`src/rtl/ps2_key_decoder.sv`:
```
// PS/2 scan-code decoder.
// Folds E0 (extended) and F0 (break) prefixes into single key events, queues
// them in a small first-word-fall-through FIFO, tracks a live key-down map for
// eight game keys and counts bytes that arrived with a parity error.
module ps2_key_decoder #(
    parameter int DEPTH = 4
) (
    input  logic       clk,
    input  logic       reset,
    input  logic       byte_valid,
    input  logic [7:0] byte_in,
    input  logic       parity_error,
    output logic       evt_valid,
    input  logic       evt_ready,
    output logic [7:0] evt_code,
    output logic       evt_ext,
    output logic       evt_break,
    output logic [7:0] held,
    output logic       overflow,
    input  logic       clr_ovf,
    output logic [3:0] err_count
);

    localparam int PW = (DEPTH > 1) ? $clog2(DEPTH) : 1;
    localparam int CW = PW + 1;

    localparam logic [7:0] PFX_EXT = 8'hE0;
    localparam logic [7:0] PFX_BRK = 8'hF0;

    typedef enum logic [1:0] {
        ST_IDLE   = 2'd0,
        ST_EXT    = 2'd1,
        ST_BRK    = 2'd2,
        ST_EXTBRK = 2'd3
    } state_t;

    typedef struct packed {
        logic [7:0] code;
        logic       ext;
        logic       brk;
    } event_t;

    localparam event_t EVT_NONE = 10'h000;

    // One-hot bit of the key-down map touched by an event; zero for keys
    // outside the map or whose extended flag does not match.
    function automatic logic [7:0] key_mask(input event_t ev);
        logic [7:0] m;
        m = 8'h00;
        if (!ev.ext) begin
            case (ev.code)
                8'h1D:   m = 8'b0000_0001;  // W
                8'h1C:   m = 8'b0000_0010;  // A
                8'h1B:   m = 8'b0000_0100;  // S
                8'h23:   m = 8'b0000_1000;  // D
                default: m = 8'h00;
            endcase
        end else begin
            case (ev.code)
                8'h75:   m = 8'b0001_0000;  // up
                8'h72:   m = 8'b0010_0000;  // down
                8'h6B:   m = 8'b0100_0000;  // left
                8'h74:   m = 8'b1000_0000;  // right
                default: m = 8'h00;
            endcase
        end
        return m;
    endfunction

    // Decoder state
    state_t        state_r;
    logic          pend_valid_r;
    event_t        pend_evt_r;
    logic [3:0]    err_count_r;

    // FIFO storage and bookkeeping
    event_t        mem_r [DEPTH];
    logic [PW-1:0] wr_ptr_r;
    logic [PW-1:0] rd_ptr_r;
    logic [CW-1:0] count_r;
    logic          evt_valid_r;
    event_t        head_r;

    // Status
    logic [7:0]    held_r;
    logic          overflow_r;

    // FIFO next-state
    logic          full_s;
    logic          do_pop_s;
    logic          do_push_s;
    logic          drop_s;
    logic [PW-1:0] wr_ptr_nxt_s;
    logic [PW-1:0] rd_ptr_nxt_s;
    logic [CW-1:0] count_nxt_s;
    event_t        head_nxt_s;
    logic [7:0]    mask_s;

    // Prefix FSM: consumes bytes, stages a completed event for the next cycle.
    always_ff @(posedge clk or negedge reset) begin
        if (!reset) begin
            state_r      <= ST_IDLE;
            pend_valid_r <= 1'b0;
            pend_evt_r   <= EVT_NONE;
            err_count_r  <= 4'd0;
        end else begin
            pend_valid_r <= 1'b0;
            if (byte_valid) begin
                if (parity_error) begin
                    // A corrupt byte can't be trusted as prefix or code: restart.
                    state_r <= ST_IDLE;
                    if (err_count_r != 4'hF) begin
                        err_count_r <= err_count_r + 4'd1;
                    end
                end else begin
                    case (state_r)
                        ST_IDLE: begin
                            if (byte_in == PFX_EXT) begin
                                state_r <= ST_EXT;
                            end else if (byte_in == PFX_BRK) begin
                                state_r <= ST_BRK;
                            end else begin
                                pend_valid_r <= 1'b1;
                                pend_evt_r   <= {byte_in, 1'b0, 1'b0};
                                state_r      <= ST_IDLE;
                            end
                        end
                        ST_EXT: begin
                            if (byte_in == PFX_BRK) begin
                                state_r <= ST_EXTBRK;
                            end else if (byte_in == PFX_EXT) begin
                                state_r <= ST_EXT;
                            end else begin
                                pend_valid_r <= 1'b1;
                                pend_evt_r   <= {byte_in, 1'b1, 1'b0};
                                state_r      <= ST_IDLE;
                            end
                        end
                        ST_BRK: begin
                            // A prefix right after F0 is malformed: drop the sequence.
                            if ((byte_in == PFX_EXT) || (byte_in == PFX_BRK)) begin
                                state_r <= ST_IDLE;
                            end else begin
                                pend_valid_r <= 1'b1;
                                pend_evt_r   <= {byte_in, 1'b0, 1'b1};
                                state_r      <= ST_IDLE;
                            end
                        end
                        ST_EXTBRK: begin
                            if ((byte_in == PFX_EXT) || (byte_in == PFX_BRK)) begin
                                state_r <= ST_IDLE;
                            end else begin
                                pend_valid_r <= 1'b1;
                                pend_evt_r   <= {byte_in, 1'b1, 1'b1};
                                state_r      <= ST_IDLE;
                            end
                        end
                        default: begin
                            state_r <= ST_IDLE;
                        end
                    endcase
                end
            end
        end
    end

    // FIFO push/pop decisions and the head entry as seen after this edge.
    always_comb begin
        full_s    = (count_r == CW'(DEPTH));
        do_pop_s  = (count_r != {CW{1'b0}}) && evt_ready;
        // A pop on the same edge frees the slot, so a full FIFO can still accept.
        do_push_s = pend_valid_r && (!full_s || do_pop_s);
        drop_s    = pend_valid_r && full_s && !do_pop_s;

        if (do_push_s) begin
            wr_ptr_nxt_s = wr_ptr_r + PW'(1);
        end else begin
            wr_ptr_nxt_s = wr_ptr_r;
        end

        if (do_pop_s) begin
            rd_ptr_nxt_s = rd_ptr_r + PW'(1);
        end else begin
            rd_ptr_nxt_s = rd_ptr_r;
        end

        case ({do_push_s, do_pop_s})
            2'b10:   count_nxt_s = count_r + CW'(1);
            2'b01:   count_nxt_s = count_r - CW'(1);
            default: count_nxt_s = count_r;
        endcase

        // The new head is the entry being written when it lands in the read slot
        // (FIFO empty, or down to one entry that is popped this edge).
        if (count_nxt_s == {CW{1'b0}}) begin
            head_nxt_s = EVT_NONE;
        end else if (do_push_s && (wr_ptr_r == rd_ptr_nxt_s)) begin
            head_nxt_s = pend_evt_r;
        end else begin
            head_nxt_s = mem_r[rd_ptr_nxt_s];
        end

        mask_s = key_mask(pend_evt_r);
    end

    // FIFO storage write; contents are meaningless until referenced by count.
    always_ff @(posedge clk) begin
        if (do_push_s) begin
            mem_r[wr_ptr_r] <= pend_evt_r;
        end
    end

    // FIFO pointers, occupancy and registered head outputs.
    always_ff @(posedge clk or negedge reset) begin
        if (!reset) begin
            wr_ptr_r    <= {PW{1'b0}};
            rd_ptr_r    <= {PW{1'b0}};
            count_r     <= {CW{1'b0}};
            evt_valid_r <= 1'b0;
            head_r      <= EVT_NONE;
        end else begin
            wr_ptr_r    <= wr_ptr_nxt_s;
            rd_ptr_r    <= rd_ptr_nxt_s;
            count_r     <= count_nxt_s;
            evt_valid_r <= (count_nxt_s != {CW{1'b0}});
            head_r      <= head_nxt_s;
        end
    end

    // Key-down map follows every decoded event, even one the FIFO drops;
    // overflow is sticky and a coincident drop wins over the clear.
    always_ff @(posedge clk or negedge reset) begin
        if (!reset) begin
            held_r     <= 8'h00;
            overflow_r <= 1'b0;
        end else begin
            if (pend_valid_r) begin
                if (pend_evt_r.brk) begin
                    held_r <= held_r & ~mask_s;
                end else begin
                    held_r <= held_r | mask_s;
                end
            end
            overflow_r <= drop_s | (overflow_r & ~clr_ovf);
        end
    end

    assign evt_valid = evt_valid_r;
    assign evt_code  = head_r.code;
    assign evt_ext   = head_r.ext;
    assign evt_break = head_r.brk;
    assign held      = held_r;
    assign overflow  = overflow_r;
    assign err_count = err_count_r;

endmodule

```
`config.mk`:
```
export PLATFORM = sky130hd
export DESIGN_NAME = ps2_key_decoder
export DESIGN_NICKNAME = d
export VERILOG_FILES = /design/src/rtl/ps2_key_decoder.sv
export SDC_FILE = /design/constraint.sdc
export NUM_CORES = 1
export LEC_CHECK = 0
export ABC_CLOCK_PERIOD_IN_PS = 7300
export CELL_PAD_IN_SITES_DETAIL_PLACEMENT = 1
export CELL_PAD_IN_SITES_GLOBAL_PLACEMENT = 2
export CORE_AREA = 2 2 78 137
export DETAILED_ROUTE_END_ITERATION = 10
export DIE_AREA = 0 0 80 139
export PLACE_DENSITY = 0.8
export SLEW_MARGIN = 0
export SYNTH_ARGS = -nofsm -noshare
export SYNTH_HDL_FRONTEND = slang
export SYNTH_SLANG_ARGS = --single-unit
export TNS_END_PERCENT = 5
```
`constraint.sdc`:
```
create_clock -name clk -period 7.3 [get_ports clk]
set_input_delay 1.46 -clock clk [delete_from_list [all_inputs] [get_ports clk]]
set_output_delay 1.46 -clock clk [all_outputs]
set_load 0.005 [all_outputs]
```
==> run_results.csv, run 1 <==
group,metric,value,unit
outcome,status,"complete, no violations",
timing,timing.final.crit_share,0.5278,
cts,cts_hold_buf,0,
yosys,syn-instance-count,350,
yosys,ys_warn_count,0,
setup_path,end_kind,"flop",
drt,ant_nets,0,
setup_path,arrival,4070,ps
setup_path,startpoint_type,"input port",
hold_path,hold_class,"reg -> reg",
timing,slew_headroom,0.4052,
finish,fin_nets,398,
cts,cts_resized,0,
yosys,synth.yosys.seq_area_share,0.5713,
cts,cts.sinks,84,
grt,gr-total-overflow,0,
cts,clk_pin_slew,60,ps
yosys,synthArstFlopShare,0.5238,
finish,nFillCells,1098,
pwr,leakagePower,1.802,nW
drt,routed_wl,9723,um
grt,grt.total_usage,0.1903,
timing,drv_slew,0,
yosys,synth_nets,370,
die,start_util,0.4008,
yosys,ys.flop_type,"dfrtp_1",
finish,n_antenna_cell,0,
drt,viasPerCell,5.667,
grt,grt_max_degree,47,
grt,grt_pass1_vias,3135,
yosys,ys_ff_latch,84,
cts,numCtsBuffers,9,
cts,tritoncts,"yes",
drt,drt_iter0_drc,200,
run,drv_cap,0,
drt,dr.pass1.iters,4,
die,die_x,80,um
timing,rsz0062_at_grt,"no",
die,ios,38,
drt,num_vias,2890,
finish,postLayoutCellArea,0.004807,sq mm
place,routabilityCongestion,0.7348,
die,num_rows,49,
grt,grt_antenna_before_repair,0,
timing,final.setup.tns,0,ps
place,place_area,0.004493,sq mm
pwr,vdd_ir_drop_max,0.2708,mV
finish,post-route-util,0.4781,
setup_path,worst-path-max-fanout,11,
die,die_y,139,um
cts,htreeDepth,3,
yosys,synth_edf_count,40,
cts,post_cts_buffers,0,
timing,skew,9.012,ps
pwr,p_per_area,379.4,mW/mm^2
finish,ff_latch_area,0.002302,sq mm
finish,areaGrowthSynthToFinish,19.28,%
timing,worstMarginPinSlew,888.9,ps
place,port_buffers,37,
setup_path,crit_required,7520,ps
timing,setup_viol,0,
cts,cts_buffer_depth,2,
timing,hold_viol,0,
finish,multi_input_area,0.001573,sq mm
yosys,synthDistinctLibCells,52,
finish,drive_gt1_frac,0.09661,
cts,clock_tree.root_cell,"clkbuf_16",
die,core,0.01005,sq mm
drt,drc,0,
timing,period_needed,3853,ps
drt,routedWlPerCell,19.06,um
yosys,synth_area,0.004030,sq mm
die,dieArea,0.01112,sq mm
setup_path,critical_path_class,"in -> reg",
cts,clock_latency,340,ps
yosys,synth_area_per_cell,11.51,sq um
grt,grt_pass1_wl,16130,um
place,dp_hpwl,6569,um
timing,max_freq,259.5,MHz
path summary, 6_finish.rpt:
kind	from	end	cells past startpoint	slack, ps
worst max-delay path	evt_ready	evt_code[1]	9	3450
worst min-delay path	flop	flop	1	480
worst max register to register	pend_valid_r	evt_code[1]	8	4690
worst min register to register	flop	flop	1	480
max in group asynchronous	reset	evt_break	2	5690
min in group asynchronous	reset	count_r[0]	2	1200
placed cells by master (no fill, tap or decap), types with 8 or more instances in the layout:
cell and count:
edfxtp_1 40, inv_1 13, clkbuf_16 10, nor2_1 8, clkdlybuf4s50_1 36, nand2_1 36, o211ai_1 10, nor3_1 21
a21oi_1 13, a211oi_1 10, nor3b_1 11, o21ai_0 19, mux2i_1 13, o311a_1 9, dfrtp_1 44, mux2_2 10
state kept, by name, indices dropped and copies added, names as in the netlist, named ones only:
register and flops:
pend_valid_r 1, overflow 1, mem_r 40, evt_valid 1, wr_ptr_r 2, err_count 4
evt_ext 1, rd_ptr_r 2, count_r 3, pend_evt_r 10, evt_code 8, evt_break 1
state_r 2
power breakdown:
part	internal [mW]	switching, mW
registers	0.599	0.0835
logic	0.299	0.367
clock network	0.293	0.181
synth_stat cells, types with 2 or more instances:
cell,instances,area share
nor3_1,21,0.026
clkbuf_1,17,0.016
a211oi_1,10,0.019
buf_2,5,0.0062
nor2_1,8,0.0075
dfrtp_1,44,0.27
and3_1,2,0.0031
o211ai_1,10,0.019
inv_1,13,0.012
a21oi_1,13,0.016
nand2b_1,6,0.0093
nand4_1,2,0.0031
mux2i_1,13,0.032
xnor2_1,5,0.011
nor4_1,6,0.0093
nand3_1,2,0.0025
and2_1,4,0.0062
nor2b_1,3,0.0047
a211o_1,2,0.0043
o21ai_0,19,0.024
o31ai_1,4,0.0075
edfxtp_1,40,0.30
buf_6,2,0.0056
o311a_1,9,0.022
ha_1,5,0.016
nand2_1,36,0.034
nor3b_1,11,0.020
xor2_1,3,0.0065
mux2_2,10,0.028
or3_1,2,0.0031
a31oi_1,2,0.0031
logic make-up after synthesis:
family,count (synthesis),synth area share
AO/OA/AOI/OAI,80,0.1431
AND/OR/NAND/NOR,110,0.1456
multiplexers,23,0.06023
buffers and inverters,39,0.04191
XOR/XNOR,8,0.01739
flip-flops,84,0.5713
adder cells (fa/ha/maj),6,0.02049
worst max-delay path, stage by stage:
cell and delay (ps):
clkdlybuf4s50_1 640, nor2b_1 360, nand2_1 120, fa_1 450
nor3b_1 340, a221oi_1 130, o32ai_1 250, buf_4 250
a21oi_1 60
layout make-up:
type,instances,area share
Multi-Input combinational cell,227,0.3272
Clock buffer,12,0.05570
Inverter,13,0.01015
Sequential cell,84,0.4789
Tap cell,127,0.03306
Clock inverter,4,0.009630
Timing Repair Buffer,43,0.08537
metrics by stage:
stage               hold WS (ps)  setup slack, ps  total power, mW  instances
floorplan                  450.7             3722            1.124        350
global route               512.3             3161            1.945        510
finish                     483.5             3447            1.824        510
CTS                        494.6             3431            1.845        510
detailed placement         478.6             3044            1.362        494
global placement           468.7             3169            1.336        494
routing by layer:
metal,up-vias,GRT usage,share of wire
li1,1360,-,-
met4,0,0.05798,0.018
met2,50,0.3632,0.59
met5,-,0,0
met1,1467,0.2048,0.36
met3,13,0.03451,0.030
Note: power is estimated with default switching activity, not from simulation.
==> run 2: changes to the inputs <==
--- a/config.mk
+++ b/config.mk
@@ -5,13 +5,13 @@
 export SDC_FILE = /design/constraint.sdc
 export NUM_CORES = 1
 export LEC_CHECK = 0
-export ABC_CLOCK_PERIOD_IN_PS = 7300
+export ABC_CLOCK_PERIOD_IN_PS = 4000
 export CELL_PAD_IN_SITES_DETAIL_PLACEMENT = 1
 export CELL_PAD_IN_SITES_GLOBAL_PLACEMENT = 2
-export CORE_AREA = 2 2 78 137
+export CORE_AREA = 2 2 81 142
 export DETAILED_ROUTE_END_ITERATION = 10
-export DIE_AREA = 0 0 80 139
-export PLACE_DENSITY = 0.8
+export DIE_AREA = 0 0 83 144
+export PLACE_DENSITY = 0.75
 export SLEW_MARGIN = 0
 export SYNTH_ARGS = -nofsm -noshare
 export SYNTH_HDL_FRONTEND = slang
==> constraint.sdc (replaced) <==
create_clock -name clk -period 4 [get_ports clk]
set_input_delay 0.8 -clock clk [delete_from_list [all_inputs] [get_ports clk]]
set_output_delay 0.8 -clock clk [all_outputs]
set_load 0.005 [all_outputs]
==> run 2 against run 1 <==
Net effect:
- core utilization decreased by 3.5 points
- final cell count increased by 0.78%
- first-iteration DRC count fell by 48%
- power rose by 85%
- combinational power is 80% higher
- sequential share of layout area fell by 0.22 points
- sequential cell count stayed put
==> run_results.csv, run 2 (synthesis results as in run 1) <==
group,metric,value,unit
outcome,status,"complete, no violations",
pwr,p_per_area,698.9,mW/mm^2
die,dieArea,0.01195,sq mm
grt,grt_max_degree,45,
timing,skew,7.229,ps
drt,routedWlPerCell,18.69,um
pwr,leakagePower,1.808,nW
cts,clock_tree.root_cell,"clkbuf_16",
setup_path,startpoint_type,"input port",
finish,layout_common_cells,"dfrtp_1, edfxtp_1, nand2_1, clkdlybuf4s50_1, nor3_1",
finish,nFillCells,1151,
timing,worstMarginPinSlew,1045,ps
drt,ant_nets,0,
finish,fin_nets,397,
die,start_util,0.3693,
drt,drt_iter0_drc,104,
finish,drive_gt1_frac,0.09686,
cts,tritoncts,"yes",
cts,cts_resized,0,
timing,setup_viol,0,
setup_path,reg2reg_to,"evt_code[1]",
timing,hold_viol,0,
cts,cts_hold_buf,0,
finish,largest_register_ff_count,40,
place,port_buffers,37,
pwr,vdd_ir_drop_max,0.3998,mV
drt,dr.pass1.iters,4,
finish,top_register,"mem_r",
cts,cts.sinks,84,
grt,grt.total_usage,0.1694,
hold_path,hold_class,"reg -> reg",
setup_path,arrival,3500,ps
die,die_x,83,um
finish,areaGrowthSynthToFinish,19.84,%
cts,numCtsBuffers,9,
drt,drc,0,
cts,clk_pin_slew,60,ps
place,routabilityCongestion,0.7462,
setup_path,r2r_start,"pend_valid_r",
timing,final.setup.tns,0,ps
grt,grt_pass1_vias,3102,
setup_path,critical_path_class,"in -> reg",
timing,slew_headroom,0.3033,
setup_path,crit_required,4220,ps
drt,viasPerCell,5.570,
drt,num_vias,2863,
grt,grt_pass1_wl,15660,um
setup_path,end_kind,"flop",
timing,max_freq,304.7,MHz
setup_path,endpoint,"evt_code[1]",
timing,holdWs,491.0,ps
cts,cts_buffer_depth,2,
finish,n_antenna_cell,0,
die,ios,38,
setup_path,reg2reg_depth,8,
timing,drv_slew,0,
die,core,0.01091,sq mm
finish,final_common_cell,"dfrtp_1",
die,num_rows,51,
setup_path,worst-path-max-fanout,11,
run,drv_cap,0,
grt,gr-total-overflow,0,
cts,htreeDepth,3,
setup_path,reg2reg_slack,1330,ps
grt,grt_antenna_before_repair,0,
timing,rsz0062_at_grt,"no",
place,dp_hpwl,6691,um
place,place_area,0.004492,sq mm
finish,postLayoutCellArea,0.004830,sq mm
timing,period_needed,3282,ps
die,die_y,144,um
cts,post_cts_buffers,0,
cts,clock_latency,330,ps
setup_path,crit_start,"evt_ready",
drt,routed_wl,9608,um
timing,timing.final.crit_share,0.8205,
==> run 2: cell types whose count changed in the layout (fill, tap and decap cells not counted) <==
| cell | delta |
|---|---|
| clkbuf_8 | +2 |
| bufinv_16 | +1 |
| buf_4 | -1 |
| clkbuf_16 | -1 |
| clkinv_2 | -1 |
| clkinv_1 | -1 |
==> run 2: layout make-up <==
class	count	area (sq um)	share of cell area
repair buffers	42	402.9	0.08342
multi-input cells	227	1573	0.3256
well taps	132	165.2	0.03420
clock inverters	3	67.56	0.01399
clock buffers	13	270.3	0.05596
inverters	13	48.80	0.01010
flip-flops and latches	84	2302	0.4767
==> run 2: how the worst min path moves through the flow <==
stage,startpoint,end,slack (ps),cells past startpoint
floorplan,state_r[0],state_r[0],450,1
global placement,flop,flop,470,2
detailed placement,flop,flop,480,2
CTS,flop,flop,500,1
global route,flop,flop,510,1
finish,state_r[0],state_r[0],490,1
==> run 2: layer usage <==
metal / up-vias / wire (um) / GRT usage
li1: 1354 / - / -
met1: 1450 / 3784 / 0.1750
met2: 47 / 5429 / 0.3328
met3: 12 / 224 / 0.02854
met4: 0 / 170 / 0.07075
met5: - / 0 / 0
==> run 2: report_power, final <==
part / leakage, nW / total, mW / internal [mW] / switching (mW)
combinational: 0.718 / 1.20 / 0.544 / 0.655
sequential: 0.928 / 1.25 / 1.09 / 0.161
clock: 0.162 / 0.922 / 0.598 / 0.323
total: 1.81 / 3.38 / 2.24 / 1.14
==> run 2: critical path, cell delays in order <==
cell,delay [ps]
clkdlybuf4s50_1,670
nor2b_1,380
nand2_1,120
fa_1,460
nor3b_1,360
a221oi_1,140
o32ai_1,250
buf_4,250
a21oi_1,70
==> run 2: through the flow <==
stage	utilization	instances	setup slack, ps	total power, mW
after global routing	0.4426	514	493.3	3.593
after floorplan	-	350	1082	2.051
after CTS	0.4426	514	719.5	3.420
final	0.4426	514	718.1	3.375
after detailed placement	0.4117	498	373.4	2.489
after global placement	0.4117	498	497.8	2.448
